==> config.mk <==
export PLATFORM = sky130hd
export DESIGN_NAME = lc3_mem_master_flat
export DESIGN_NICKNAME = d
export VERILOG_FILES = /design/src/rtl/lc3_mem_pkg.sv /design/src/rtl/lc3_mem_master_if.sv /design/src/rtl/lc3_sat_cnt.sv /design/src/rtl/lc3_mem_master.sv /design/src/flat_wrapper.sv
export SDC_FILE = /design/constraint.sdc
export NUM_CORES = 1
export LEC_CHECK = 0
export CAP_MARGIN = 10
export CORE_ASPECT_RATIO = 1.2
export CORE_MARGIN = 4
export CORE_UTILIZATION = 36
export CTS_BUF_LIST = sky130_fd_sc_hd__clkbuf_4
export DETAILED_ROUTE_END_ITERATION = 8
export GPL_TIMING_DRIVEN = 0
export PLACE_DENSITY = 0.83
export SYNTH_ARGS = -nofsm -noshare
export SYNTH_HDL_FRONTEND = slang
export SYNTH_SLANG_ARGS = --single-unit
==> constraint.sdc <==
create_clock -name clk -period 1.7 [get_ports clk]
set_input_delay 0.255 -clock clk [delete_from_list [all_inputs] [get_ports clk]]
set_output_delay 0.255 -clock clk [all_outputs]
set_load 0.01 [all_outputs]
==> src/rtl/lc3_mem_pkg.sv <==
// Shared types and constants for the LC-3 memory master: state encoding,
// default bus widths and the wait-counter width.
package lc3_mem_pkg;

  localparam int LC3_ADDR_W = 16;
  localparam int LC3_DATA_W = 16;
  localparam int LC3_WAIT_W = 4;

  typedef enum logic [2:0] {
    IDLE  = 3'd0,
    SETUP = 3'd1,
    WRITE = 3'd2,
    HOLD  = 3'd3,
    READ  = 3'd4,
    DONE  = 3'd5
  } mem_state_e;

endpackage

==> src/rtl/lc3_mem_master_if.sv <==
// Request handshake from the control FSM plus the single-port RAM bus.
// The master modport is the memory master's view; slave is its surroundings.
interface lc3_mem_master_if import lc3_mem_pkg::*; #(
  parameter int ADDR_SIZE = LC3_ADDR_W,
  parameter int DATA_SIZE = LC3_DATA_W
);
  logic                 req;
  logic                 req_we;
  logic [ADDR_SIZE-1:0] req_addr;
  logic [DATA_SIZE-1:0] req_wdata;
  logic                 busy;
  logic                 done;
  logic [DATA_SIZE-1:0] rdata;
  logic                 ram_we;
  logic [ADDR_SIZE-1:0] ram_addr;
  logic [DATA_SIZE-1:0] ram_din;
  logic [DATA_SIZE-1:0] ram_dout;

  modport master (
    input  req, req_we, req_addr, req_wdata, ram_dout,
    output busy, done, rdata, ram_we, ram_addr, ram_din
  );

  modport slave (
    output req, req_we, req_addr, req_wdata, ram_dout,
    input  busy, done, rdata, ram_we, ram_addr, ram_din
  );
endinterface

==> src/rtl/lc3_sat_cnt.sv <==
// 16-bit event counter that sticks at all-ones; cleared only by rst_n.
module lc3_sat_cnt (
  input  logic        clk,
  input  logic        rst_n,
  input  logic        inc,
  output logic [15:0] count
);
  logic [15:0] cnt_r;

  // count register, saturating at 16'hFFFF
  always_ff @(posedge clk or negedge rst_n) begin
    if (!rst_n) begin
      cnt_r <= 16'h0000;
    end else if (inc && (cnt_r != 16'hFFFF)) begin
      cnt_r <= cnt_r + 16'h0001;
    end else begin
      cnt_r <= cnt_r;
    end
  end

  assign count = cnt_r;
endmodule

==> src/rtl/lc3_mem_master.sv <==
// LC-3 memory master: owns MAR/MDR and sequences setup/write-pulse/hold/read.
// Optional access counters enabled by defining LC3_MEM_PERF_CNT_EN.
module lc3_mem_master import lc3_mem_pkg::*; #(
  parameter int ADDR_SIZE   = LC3_ADDR_W,
  parameter int DATA_SIZE   = LC3_DATA_W,
  parameter int WAIT_CYCLES = 1
) (
  input  logic             clk,
  input  logic             rst_n,
  lc3_mem_master_if.master bus,
  output logic [15:0]      rd_count,
  output logic [15:0]      wr_count
);
  localparam logic [LC3_WAIT_W-1:0] WAIT_LOAD = LC3_WAIT_W'(WAIT_CYCLES - 1);

  generate
    if ((WAIT_CYCLES < 1) || (WAIT_CYCLES > 15)) begin : g_bad_wait
      $error("lc3_mem_master: WAIT_CYCLES must be in 1..15");
    end
  endgenerate

  mem_state_e           state_r, state_s;
  logic [LC3_WAIT_W-1:0] cnt_r, cnt_s;
  logic [ADDR_SIZE-1:0] mar_r, mar_s;
  logic [DATA_SIZE-1:0] mdr_r, mdr_s;
  logic                 we_r, we_s;
  logic                 ram_we_r, busy_r, done_r;

  // next-state and MAR/MDR/counter update
  always_comb begin
    state_s = state_r;
    cnt_s   = cnt_r;
    mar_s   = mar_r;
    mdr_s   = mdr_r;
    we_s    = we_r;
    case (state_r)
      IDLE: begin
        if (bus.req) begin
          state_s = SETUP;
          mar_s   = bus.req_addr;
          we_s    = bus.req_we;
          if (bus.req_we) begin
            mdr_s = bus.req_wdata;
          end else begin
            mdr_s = mdr_r;
          end
        end else begin
          state_s = IDLE;
        end
      end
      SETUP: begin
        cnt_s = WAIT_LOAD;
        if (we_r) begin
          state_s = WRITE;
        end else begin
          state_s = READ;
        end
      end
      WRITE: begin
        if (cnt_r == {LC3_WAIT_W{1'b0}}) begin
          state_s = HOLD;
        end else begin
          cnt_s = cnt_r - LC3_WAIT_W'(1);
        end
      end
      HOLD: state_s = DONE;
      READ: begin
        // RAM output has had WAIT_CYCLES cycles to settle at this point
        if (cnt_r == {LC3_WAIT_W{1'b0}}) begin
          mdr_s   = bus.ram_dout;
          state_s = DONE;
        end else begin
          cnt_s = cnt_r - LC3_WAIT_W'(1);
        end
      end
      DONE:    state_s = IDLE;
      default: state_s = IDLE;
    endcase
  end

  // state, datapath and output registers; outputs decode the next state
  always_ff @(posedge clk or negedge rst_n) begin
    if (!rst_n) begin
      state_r  <= IDLE;
      cnt_r    <= {LC3_WAIT_W{1'b0}};
      mar_r    <= {ADDR_SIZE{1'b0}};
      mdr_r    <= {DATA_SIZE{1'b0}};
      we_r     <= 1'b0;
      ram_we_r <= 1'b0;
      busy_r   <= 1'b0;
      done_r   <= 1'b0;
    end else begin
      state_r  <= state_s;
      cnt_r    <= cnt_s;
      mar_r    <= mar_s;
      mdr_r    <= mdr_s;
      we_r     <= we_s;
      ram_we_r <= (state_s == WRITE);
      busy_r   <= (state_s != IDLE);
      done_r   <= (state_s == DONE);
    end
  end

  assign bus.ram_we   = ram_we_r;
  assign bus.ram_addr = mar_r;
  assign bus.ram_din  = mdr_r;
  assign bus.rdata    = mdr_r;
  assign bus.busy     = busy_r;
  assign bus.done     = done_r;

`ifdef LC3_MEM_PERF_CNT_EN
  logic rd_inc_s, wr_inc_s;

  assign rd_inc_s = (state_r == DONE) && !we_r;
  assign wr_inc_s = (state_r == DONE) &&  we_r;

  lc3_sat_cnt u_rd_cnt (.clk(clk), .rst_n(rst_n), .inc(rd_inc_s), .count(rd_count));
  lc3_sat_cnt u_wr_cnt (.clk(clk), .rst_n(rst_n), .inc(wr_inc_s), .count(wr_count));
`else
  assign rd_count = 16'h0000;
  assign wr_count = 16'h0000;
`endif
endmodule

==> src/flat_wrapper.sv <==
// flat-port wrapper written by rule: the top's interface ports become plain ports
module lc3_mem_master_flat import lc3_mem_pkg::*;
#(
  parameter int ADDR_SIZE   = LC3_ADDR_W,
  parameter int DATA_SIZE   = LC3_DATA_W,
  parameter int WAIT_CYCLES = 1
)
  (clk, rst_n, rd_count, wr_count, bus_req, bus_req_we, bus_req_addr, bus_req_wdata, bus_ram_dout, bus_busy, bus_done, bus_rdata, bus_ram_we, bus_ram_addr, bus_ram_din);
  lc3_mem_master_if #(.ADDR_SIZE(ADDR_SIZE), .DATA_SIZE(DATA_SIZE)) bus_i ();
  input  logic clk;
  input  logic rst_n;
  output logic [15:0] rd_count;
  output logic [15:0] wr_count;
  input wire logic [$bits(bus_i.req)-1:0] bus_req;
  input wire logic [$bits(bus_i.req_we)-1:0] bus_req_we;
  input wire logic [$bits(bus_i.req_addr)-1:0] bus_req_addr;
  input wire logic [$bits(bus_i.req_wdata)-1:0] bus_req_wdata;
  input wire logic [$bits(bus_i.ram_dout)-1:0] bus_ram_dout;
  output wire logic [$bits(bus_i.busy)-1:0] bus_busy;
  output wire logic [$bits(bus_i.done)-1:0] bus_done;
  output wire logic [$bits(bus_i.rdata)-1:0] bus_rdata;
  output wire logic [$bits(bus_i.ram_we)-1:0] bus_ram_we;
  output wire logic [$bits(bus_i.ram_addr)-1:0] bus_ram_addr;
  output wire logic [$bits(bus_i.ram_din)-1:0] bus_ram_din;
  assign bus_i.req = bus_req;
  assign bus_i.req_we = bus_req_we;
  assign bus_i.req_addr = bus_req_addr;
  assign bus_i.req_wdata = bus_req_wdata;
  assign bus_i.ram_dout = bus_ram_dout;
  assign bus_busy = bus_i.busy;
  assign bus_done = bus_i.done;
  assign bus_rdata = bus_i.rdata;
  assign bus_ram_we = bus_i.ram_we;
  assign bus_ram_addr = bus_i.ram_addr;
  assign bus_ram_din = bus_i.ram_din;
  lc3_mem_master #(.ADDR_SIZE(ADDR_SIZE), .DATA_SIZE(DATA_SIZE), .WAIT_CYCLES(WAIT_CYCLES)) u_core (.clk(clk), .rst_n(rst_n), .bus(bus_i), .rd_count(rd_count), .wr_count(wr_count));
endmodule
==> out/qor.yml, run 1 <==
antenna_found_initial: 0
floorplan.die_area_sq_um: 8100
first_global_vias: 2047
timing.setup.tns_ns: -0.208
design.final.nets: 408
fin_worst_skew_ns: 0.00636
min_period_over_period: 1.01
drt-vias-per-instance: 4.38
detail_route.wirelength_um: 6230
finalWorstSetupSlack_ns: -0.0226
route.detailed.drc: 0
detail-route-antenna-nets: 0
status: "finished, violations left"
syn-instance-count: 196
final_common_cell: "sky130_fd_sc_hd__clkdlybuf4s50_1"
critPathBufInv: 2
ioPinCount: 135
synth_mux_area_frac: 0.252
synth_top_family_by_area: "multiplexers"
hold_path_class: "primary input to async pin"
cts_made_buffers: 5
mostFrequentLayoutCells: "88 x sky130_fd_sc_hd__clkdlybuf4s50_1, 64 x sky130_fd_sc_hd__buf_4, 42 x sky130_fd_sc_hd__dfrtp_1, 39 x sky130_fd_sc_hd__mux2_2, 32 x sky130_fd_sc_hd__conb_1"
post_synth_num_cell_types: 34
critPathKind: "register to register"
clkSlewWorstSetupHoldPaths_ns: 0.13
synth-xor-area-share: 0.00362
avgRoutedWirePerCell_um: 14.1
synthesis.yosys.warnings: 0
synth_simple_gate_area_share: 0.0512
r2r_end: "u_core.bus.ram_din[11]$_DFFE_PN0P_"
power_density_nw_per_um2: 1560
worst_margin_slew_ns: 0.536
top_fanout_value_on_the_critical_path: 4
worst_path_required_ns: 1.96
highest_clock_rate_mhz: 581
synth-seq-area-share: 0.445
final_core_utilization: 0.619
power_mw: 6.27
timing.max_cap.violations: 0
dp_worst_slack_ns: -0.567
cp-start-kind: "register"
pin_count_of_the_biggest_net_entering_global_routing: 24
min_period_ns: 1.72
htree_num_levels: 2
dpl_cell_area_sq_um: 3690
dp.final_hpwl_um: 4650
insertedDiodeCount: 0
chipWidth_um: 82.8
regToRegStartpoint: "u_core.state_r[1]$_DFF_PN0_"
cts.sink_count: 43
p_leak_nw: 1.93
timing.max_slew.rel_slack: 0.643
final_layout_size_suffix_gt1_frac: 0.393
route.vias.total: 1930
clock-root-buffer: "sky130_fd_sc_hd__clkbuf_4"
drt_pass1_iterations: 4
post_synth_instance_area_sq_um: 2420
fp.dieH_um: 97.8
syn_area_per_cell_sq_um: 12.3
synth_adder_area_share: 0.00931
violations: "negative setup slack"
grt_pass1_wl_um: 9940
regToRegSetupSlack_ns: -0.02
globalplace.congestion: 0.773
first_iter_violations: 71
ff2ff_path_depth: 5
setup_repair_after_global_routing_missed_its_margin: "true"
critical-path-slowest-cell: "sky130_fd_sc_hd__dfrtp_1"
crit_arrival_ns: 1.98
setup_viol: 14
core.rowCount: 32
initial_core_util: 0.373
cts_tree: "done"
core_area_sq_um: 6490
critical-path-top-delay-family: "multiplexers"
synth-compound-area-share: 0.0533
finish.instance_area_sq_um: 4010
final_hold_viol_count: 0
final_max_slew_viol_count: 0
area_growth_pct: 65.9
worst_skew_pair.late_latency_ns: 0.36
ys_ff_latch: 43
grt_util_all_layers: 0.150
worst_path_largest_cell_delay_ns: 0.50
grt_remaining_overflow: 0
cts_buffer_depth: 2
power.ir.vdd_worst_mv: 0.863
critical_path.cell_chain: "nor3b_4 > buf_4 > buf_4 > mux2_2 > mux2_2"
port_buffers: 102
critical_path.endpoint_type: "register"
[worst max path at each step]
stage	from	to	cells past startpoint
4_1_cts	u_core.cnt_r[1]$_DFFE_PN0P_	u_core.bus.ram_din[3]$_DFFE_PN0P_	7
3_3_place_gp	rst_n	u_core.bus.ram_addr[15]$_DFFE_PN0P_	1
3_5_place_dp	bus_req	u_core.bus.ram_din[3]$_DFFE_PN0P_	6
2_1_floorplan	u_core.state_r[0]$_DFF_PN0_	u_core.bus.ram_din[0]$_DFFE_PN0P_	6
5_1_grt	u_core.state_r[0]$_DFF_PN0_	u_core.bus.ram_din[13]$_DFFE_PN0P_	6
6_report	u_core.state_r[1]$_DFF_PN0_	u_core.bus.ram_din[11]$_DFFE_PN0P_	5
[where the power goes]
group          total (mW)  switching, mW  internal (mW)
Clock               0.527          0.351          0.176
Combinational        3.93           1.37           2.56
Sequential           1.80          0.313           1.49
Total                6.27           2.04           4.23
[per-layer routing]
layer,global-route usage,wire length (um),vias to the layer above
met1,0.152,2190,917
met3,0.0709,616,12
li1,-,-,907
met2,0.272,3320,94
met5,0,0,-
met4,0.0491,108,0
[worst reg2reg max path: cells and delay by family, from the launching register on]
family                 cells  cell delay (ns)
multiplexers               2             0.59
AND/OR/NAND/NOR            1             0.25
flip-flops                 1             0.50
buffers and inverters      2             0.29
[metrics by stage]
| stage | hold slack, ns | instances |
|---|---|---|
| after floorplan | -0.0406 | 227 |
| after global placement | 0.488 | 414 |
| after detailed placement | 0.269 | 415 |
| after CTS | 0.391 | 434 |
| after global routing | 0.417 | 441 |
| final | 0.391 | 441 |
[kinds of logic after synthesis]
family | Yosys count
buf+inv | 61
mux | 51
flops | 43
simple gates | 19
compound gates | 18
fa+ha+maj | 2
other cells | 1
xor+xnor | 1
[flip-flops by register name, indices dropped and copies added, names as in the netlist]
signal	flops
u_core.we_r	1
u_core.cnt_r	4
u_core.bus.ram_din	16
u_core.bus.ram_addr	16
u_core.bus.done	1
u_core.bus.ram_we	1
u_core.bus.busy	1
u_core.state_r	3
[area by class of cell]
class / instances / area (sq um)
Sequential cell: 43 / 1080
Timing Repair Buffer: 124 / 1280
Multi-Input combinational cell: 123 / 1050
Fill cell: 519 / 2470
Tap cell: 85 / 106
Clock inverter: 2 / 12.5
Buffer: 55 / 429
Inverter: 3 / 11.3
Clock buffer: 6 / 45.0
[cells in the mapped netlist, drive strengths merged]
| cell type | n | share of area |
|---|---|---|
| buf | 56 | 0.18 |
| mux2 | 49 | 0.24 |
| dfrtp | 43 | 0.44 |
| o21ai | 5 | 0.010 |
| a21oi | 4 | 0.0083 |
| nor2 | 4 | 0.0062 |
| inv | 3 | 0.0047 |
| nand2 | 3 | 0.0047 |
| nor2b | 3 | 0.0078 |
| nor3b | 3 | 0.0093 |
| a221oi | 2 | 0.0072 |
| a22o | 2 | 0.011 |
| clkbuf | 2 | 0.0031 |
| mux2i | 2 | 0.0083 |
| nand2b | 2 | 0.0052 |
| a21o | 1 | 0.0031 |
| a32oi | 1 | 0.0036 |
| conb | 1 | 0.0016 |
| ha | 1 | 0.0052 |
| maj3 | 1 | 0.0041 |
| nand4 | 1 | 0.0026 |
| nor3 | 1 | 0.0021 |
| nor4b | 1 | 0.0098 |
| o21a | 1 | 0.0031 |
| o311ai | 1 | 0.0036 |
| o31ai | 1 | 0.0031 |
| or3b | 1 | 0.0036 |
| xor2 | 1 | 0.0036 |
[timing repair]
action / 4_1_cts / 5_1_grt
buffers inserted: 11 / 8
hold buffers: 1 / 0
pin swaps: 2 / 2
cloned: 1 / 1
resized for setup: 11 / 18
setup endpoints to repair: 26 / 41
endpoints found under the hold margin: 20 / 0
Power figures use the tool's default switching activity.
==> run 2, diff against run 1 <==
- SETUP_SLACK_MARGIN: default -> 0.4
==> out/qor.yml, run 2 (synthesized netlist as in run 1, its figures left out) <==
layout.cells.non_filler: 469  # +6.3%
clkSlewWorstSetupHoldPaths_ns: 0.13  # about the same
route.detailed.drc: 0  # unchanged
power.ir.vdd_worst_mv: 1.15  # +33%
timing.max_cap.violations: 0  # unchanged
final_core_utilization: 0.688  # +0.0691
power_mw: 7.49  # +20%
fin_worst_skew_ns: 0.0133  # +0.00695 ns
port_buffers: 102  # unchanged
grt_use_met2: 0.302  # +0.0309
cts_made_buffers: 5  # unchanged
final_common_cell: "sky130_fd_sc_hd__buf_6"
first_global_vias: 2331  # +14%
regToRegSetupSlack_ns: -0.04  # about the same
area_growth_pct: 84.4
regToRegStartpoint: "u_core.state_r[2]$_DFF_PN0_"
cts_tree: "done"
critical_path.endpoint_type: "register"
ff2ff_path_depth: 7  # +2
htree_num_levels: 2  # unchanged
timing.setup.tns_ns: -0.349  # -0.140 ns
finalWorstSetupSlack_ns: -0.0352  # -0.0126 ns
place.detailed.instances: 415  # unchanged
route.vias.total: 2075  # +7.5%
mostFrequentLayoutCells: "65 x sky130_fd_sc_hd__buf_6, 50 x sky130_fd_sc_hd__clkdlybuf4s50_1, 48 x sky130_fd_sc_hd__buf_4, 42 x sky130_fd_sc_hd__dfrtp_1, 33 x sky130_fd_sc_hd__mux2_4"
cp-start-kind: "register"
status: "finished, violations left"
cts_buffer_depth: 2  # unchanged
crit_arrival_ns: 1.99  # about the same
core_area_sq_um: 6490  # unchanged
chipWidth_um: 82.8  # unchanged
highest_clock_rate_mhz: 576  # -0.73%
detail-route-antenna-nets: 0  # unchanged
first_iter_violations: 90  # +27%
hold_path_class: "primary input to async pin"
grt_use_met1: 0.195  # +0.0427
worst_path_required_ns: 1.95  # about the same
p_leak_nw: 2.19  # +14%
design.final.nets: 437  # +7.1%
critPathBufInv: 4  # +2
globalRoute.busiestLayer: "met2"
critPathKind: "register to register"
final_max_slew_viol_count: 0  # unchanged
final_hold_viol_count: 0  # unchanged
dp.final_hpwl_um: 4530  # -2.5%
avgRoutedWirePerCell_um: 15.5  # +9.9%
critical_path.most_common_cell: "sky130_fd_sc_hd__buf_6"
clock-root-buffer: "sky130_fd_sc_hd__clkbuf_4"
floorplan.die_area_sq_um: 8100  # unchanged
grt_remaining_overflow: 0  # unchanged
top_fanout_value_on_the_critical_path: 4  # unchanged
ioPinCount: 135  # unchanged
drt_pass1_iterations: 4  # unchanged
min_period_over_period: 1.02  # +0.00742
detail_route.wirelength_um: 7280  # +17%
critical_path.cell_chain: "buf_6 > nor3b_2 > buf_4 > a22o_4 > buf_8 > buf_6 > mux2_4"
initial_core_util: 0.373  # unchanged
min_period_ns: 1.74  # +0.0126 ns
power_density_nw_per_um2: 1680  # +7.5%
grt_util_all_layers: 0.173  # +0.0222
core.rowCount: 32  # unchanged
drt-vias-per-instance: 4.42  # +1.1%
globalplace.congestion: 0.760  # -1.7%
worst_skew_pair.late_latency_ns: 0.36  # about the same
r2r_end: "u_core.bus.ram_din[13]$_DFFE_PN0P_"
grt_pass1_wl_um: 11300  # +14%
insertedDiodeCount: 0  # unchanged
critical-path-top-delay-family: "buffers and inverters"
setup_viol: 16  # +2
critical-path-slowest-cell: "sky130_fd_sc_hd__dfrtp_1"
setup_repair_after_global_routing_missed_its_margin: "true"
final_layout_size_suffix_gt1_frac: 0.599  # +0.206
worst_path_largest_cell_delay_ns: 0.40  # -0.10 ns
antenna_found_initial: 0  # unchanged
violations: "negative setup slack"
cts.sink_count: 43  # unchanged
number_of_filler_cells_placed_in_the_layout: 480  # -7.5%
pin_count_of_the_biggest_net_entering_global_routing: 25  # +4.2%
fp.dieH_um: 97.8  # unchanged
globalRouteMet3Util: 0.0633  # -0.00759
## run 2: layer usage
| metal | routed length (um) | vias up |
|---|---|---|
| met4 | 97 | 0 |
| li1 | - | 968 |
| met2 | 3890 | 98 |
| met5 | 0 | - |
| met3 | 547 | 7 |
| met1 | 2750 | 1002 |
## run 2: what timing repair did
| action | 4_1_cts | 5_1_grt |
|---|---|---|
| pin swaps | 2 | 6 |
| endpoints found under the setup margin | 92 | 89 |
| endpoints found under the hold margin | 19 | 0 |
| hold buffers | 1 | 0 |
| buffers inserted | 36 | 8 |
| gates resized for setup | 231 | 70 |
| gates cloned | 2 | 0 |
## run 2: worst reg2reg max path, cell delays in order (launching register included)
cell,delay (ns)
sky130_fd_sc_hd__dfrtp_1,0.40
sky130_fd_sc_hd__buf_6,0.13
sky130_fd_sc_hd__nor3b_2,0.14
sky130_fd_sc_hd__buf_4,0.15
sky130_fd_sc_hd__a22o_4,0.24
sky130_fd_sc_hd__buf_8,0.14
sky130_fd_sc_hd__buf_6,0.13
sky130_fd_sc_hd__mux2_4,0.30
## run 2: power by group
| part | internal, mW | total [mW] | switching (mW) |
|---|---|---|---|
| sequential | 1.49 | 1.82 | 0.330 |
| combinational | 3.35 | 5.18 | 1.83 |
| clock | 0.147 | 0.488 | 0.341 |
| total | 4.99 | 7.49 | 2.50 |
## run 2: worst max-delay path by stage
stage,start,end,slack [ns],depth (start not counted)
3_3_place_gp,rst_n,u_core.bus.ram_addr[15]$_DFFE_PN0P_,-0.82,1
3_5_place_dp,bus_req,u_core.bus.ram_din[1]$_DFFE_PN0P_,-0.59,6
2_1_floorplan,u_core.state_r[0]$_DFF_PN0_,u_core.bus.ram_din[0]$_DFFE_PN0P_,-0.11,6
6_report,u_core.state_r[2]$_DFF_PN0_,u_core.bus.ram_din[13]$_DFFE_PN0P_,-0.04,7
5_1_grt,u_core.state_r[0]$_DFF_PN0_,u_core.bus.ram_din[7]$_DFFE_PN0P_,-0.07,6
4_1_cts,u_core.state_r[2]$_DFF_PN0_,u_core.bus.ram_din[1]$_DFFE_PN0P_,-0.02,7
## run 2: final cells by class
class	count	area (sq um)	share of cell area
Timing Repair Buffer	150	1450	0.325
Multi-Input combinational cell	123	1220	0.275
Sequential cell	43	1080	0.242
Buffer	58	546	0.122
Tap cell	85	106	0.0238
Clock buffer	5	37.5	0.00842
Inverter	3	11.3	0.00252
Clock inverter	2	8.76	0.00196
## run 2: stage by stage
stage	hold slack, ns	worst slack (ns)	area, sq um
after CTS	0.380	-0.0164	4350
final	0.358	-0.0352	4460
after global placement	0.484	-0.816	3680
after detailed placement	0.249	-0.588	3700
after floorplan	-0.0406	-0.112	2550
after global routing	0.397	-0.0663	4460
==> run 3, diff against run 2 <==
- CORE_MARGIN: 4 -> 1.5
- SYNTH_HIERARCHICAL: default -> 1
==> out/qor.yml, run 3 <==
insertedDiodeCount: 0  # unchanged
first_global_vias: 2569  # +10%
r2r_end: "u_core/bus.ram_din[7]$_DFFE_PN0P_"
port_buffers: 102  # unchanged
core_area_sq_um: 6490  # unchanged
synth_commonest_cells: "51 x sky130_fd_sc_hd__buf_4, 43 x sky130_fd_sc_hd__dfrtp_1, 24 x sky130_fd_sc_hd__nand2_1"
setup_repair_after_global_routing_missed_its_margin: "true"
synth-seq-area-share: 0.442  # -0.00252
cts_tree: "done"
netlist_top_cells_area: "sky130_fd_sc_hd__dfrtp_1 44%, sky130_fd_sc_hd__buf_4 16%, sky130_fd_sc_hd__mux2i_1 7.8%"
synthesis.yosys.warnings: 6  # +6
min_period_ns: 1.74  # +0.00920 ns
first_iter_violations: 189  # +110%
grt_util_all_layers: 0.250  # +0.0778
timing.max_cap.violations: 0  # unchanged
ioPinCount: 135  # unchanged
globalplace.congestion: 0.840  # +11%
min_period_over_period: 1.03  # +0.00541
ff_latch_area_sq_um: 1080  # unchanged
worst_skew_pair.late_latency_ns: 0.36  # about the same
dp.final_hpwl_um: 4930  # +8.8%
cp-start-kind: "register"
setup_viol: 2  # -14
final_common_cell: "sky130_fd_sc_hd__buf_6"
critPathKind: "register to register"
fp.dieH_um: 93.0  # -4.9%
syn-instance-count: 226  # +15%
post_synth_num_cell_types: 38  # +12%
ys_ff_latch: 43  # unchanged
layout.cells.non_filler: 538  # +15%
final_max_slew_viol_count: 0  # unchanged
highest_clock_rate_mhz: 573  # -0.53%
worst_hold_margin_ns: 0.333  # -0.0259 ns
final_hold_viol_count: 0  # unchanged
power_mw: 8.59  # +15%
synthMostInstantiatedCell: "sky130_fd_sc_hd__buf_4"
clock-root-buffer: "sky130_fd_sc_hd__clkbuf_4"
regToRegSetupSlack_ns: -0.04  # about the same
fin_worst_skew_ns: 0.0318  # +0.0185 ns
number_of_filler_cells_placed_in_the_layout: 323  # -33%
route.detailed.drc: 0  # unchanged
cts.sink_count: 43  # unchanged
grt_pass1_wl_um: 13800  # +21%
detail_route.wirelength_um: 11600  # +59%
violations: "negative setup slack"
number_of_synthesized_flops_with_an_enable_pin: 0  # unchanged
core.rowCount: 32  # unchanged
finalWorstSetupSlack_ns: -0.0444  # -0.00920 ns
power.ir.vdd_worst_mv: 0.885  # -23%
hold_path_class: "primary input to async pin"
detail-route-antenna-nets: 0  # unchanged
area_growth_pct: 104
route.vias.total: 2678  # +29%
final_layout_size_suffix_gt1_frac: 0.563  # -0.0360
clkSlewWorstSetupHoldPaths_ns: 0.13  # about the same
post_synth_instance_area_sq_um: 2430  # +0.57%
crit_arrival_ns: 1.99  # about the same
drt_pass1_iterations: 4  # unchanged
antenna_found_initial: 0  # unchanged
ff2ff_path_depth: 6  # -1
synth_area_leader_cell: "sky130_fd_sc_hd__dfrtp_1"
top_fanout_value_on_the_critical_path: 10  # +6
synth-async-reset-ratio: 1.00  # unchanged
regToRegStartpoint: "u_core/state_r[0]$_DFF_PN0_"
grt_remaining_overflow: 0  # unchanged
status: "finished, violations left"
mostFrequentLayoutCells: "82 x sky130_fd_sc_hd__buf_6, 76 x sky130_fd_sc_hd__buf_4, 50 x sky130_fd_sc_hd__clkdlybuf4s50_1, 42 x sky130_fd_sc_hd__dfrtp_1, 32 x sky130_fd_sc_hd__conb_1"
critPathLaunch: "u_core/state_r[0]$_DFF_PN0_"
worst_path_required_ns: 1.95  # about the same
dp_worst_slack_ns: -0.179  # +0.409 ns
place.detailed.instances: 445  # +7.2%
htree_num_levels: 2  # unchanged
power_density_nw_per_um2: 1730  # +3.2%
drt-vias-per-instance: 4.98  # +13%
chipWidth_um: 78.0  # -5.8%
initial_core_util: 0.375  # +0.00212
yosys.area.top_type_share: 0.442  # -0.00252
p_leak_nw: 2.40  # +10%
critical_path.endpoint_type: "register"
syn_area_per_cell_sq_um: 10.8  # -13%
floorplan.die_area_sq_um: 7260  # -10%
critPathCapture: "u_core/bus.ram_din[7]$_DFFE_PN0P_"
synth-main-ff-cell: "sky130_fd_sc_hd__dfrtp_1"
cts_made_buffers: 5  # unchanged
combined_area_of_the_multi_input_logic_cells_sq_um: 1290  # +5.4%
cts_buffer_depth: 2  # unchanged
pin_count_of_the_biggest_net_entering_global_routing: 31  # +24%
design.final.nets: 507  # +16%
timing.setup.tns_ns: -0.0537  # +0.295 ns
avgRoutedWirePerCell_um: 21.5  # +38%
## run 3: stage by stage
step	utilization	instance area, sq um
6_report	0.764	4960
5_1_grt	0.764	4960
3_3_place_gp	0.579	3760
4_1_cts	0.700	4540
3_5_place_dp	0.582	3770
2_1_floorplan	-	2630
## run 3: cell type report
type	instances	area share
multi-input combinational	151	0.260
sequential	43	0.217
inverter	4	0.00379
clock buffer	6	0.00908
clock inverter	1	0.00606
tap	85	0.0214
timing repair buffer	189	0.370
buffer	59	0.112
## run 3: worst max-delay path, cell delays in order, from the launching register on
cell and delay (ns):
sky130_fd_sc_hd__dfrtp_1 0.44, sky130_fd_sc_hd__buf_6 0.16, sky130_fd_sc_hd__nor3b_2 0.28, sky130_fd_sc_hd__buf_6 0.18, sky130_fd_sc_hd__buf_8 0.17, sky130_fd_sc_hd__mux2i_1 0.32, sky130_fd_sc_hd__o21ai_1 0.11
## run 3: logic make-up after synthesis
| group | after synthesis | synth area share |
|---|---|---|
| flops | 43 | 0.442 |
| fa+ha+maj | 3 | 0.0144 |
| other cells | 1 | 0.00154 |
| compound gates | 36 | 0.0962 |
| simple gates | 45 | 0.102 |
| buf+inv | 63 | 0.191 |
| mux | 35 | 0.152 |
## run 3: metal layers
metal	vias to the layer above	share of wire	wire length (um)	GRT usage
met4	0	0.045	525	0.103
met5	-	0	0	0
met1	1296	0.37	4280	0.269
li1	1151	-	-	-
met3	49	0.081	938	0.0605
met2	182	0.50	5810	0.465
## run 3: repair_timing
item	CTS	global route
hold buffers	1	0
endpoints found under the setup margin	91	90
gates cloned	4	0
gates resized for setup	200	96
pin swaps	14	10
buffers inserted	54	27
endpoints found under the hold margin	13	0
## run 3: where the power goes
group	leakage, nW	switching, mW	internal [mW]
sequential	0.529	0.371	1.48
combinational	1.83	2.53	3.55
clock	0.0417	0.343	0.320
total	2.40	3.25	5.34
## run 3: how the worst min path moves through the flow
stage / to / slack [ns] / depth (start not counted)
6_report: u_core/bus.ram_addr[14]$_DFFE_PN0N_ / 0.33 / 2
5_1_grt: u_core/bus.ram_addr[14]$_DFFE_PN0N_ / 0.34 / 2
4_1_cts: u_core/bus.ram_addr[5]$_DFFE_PN0N_ / 0.33 / 2
3_5_place_dp: u_core/bus.ram_addr[5]$_DFFE_PN0N_ / 0.19 / 1
3_3_place_gp: u_core/bus.ram_addr[12]$_DFFE_PN0N_ / 0.49 / 1
2_1_floorplan: u_core/bus.busy$_DFF_PN0_ / -0.04 / 0
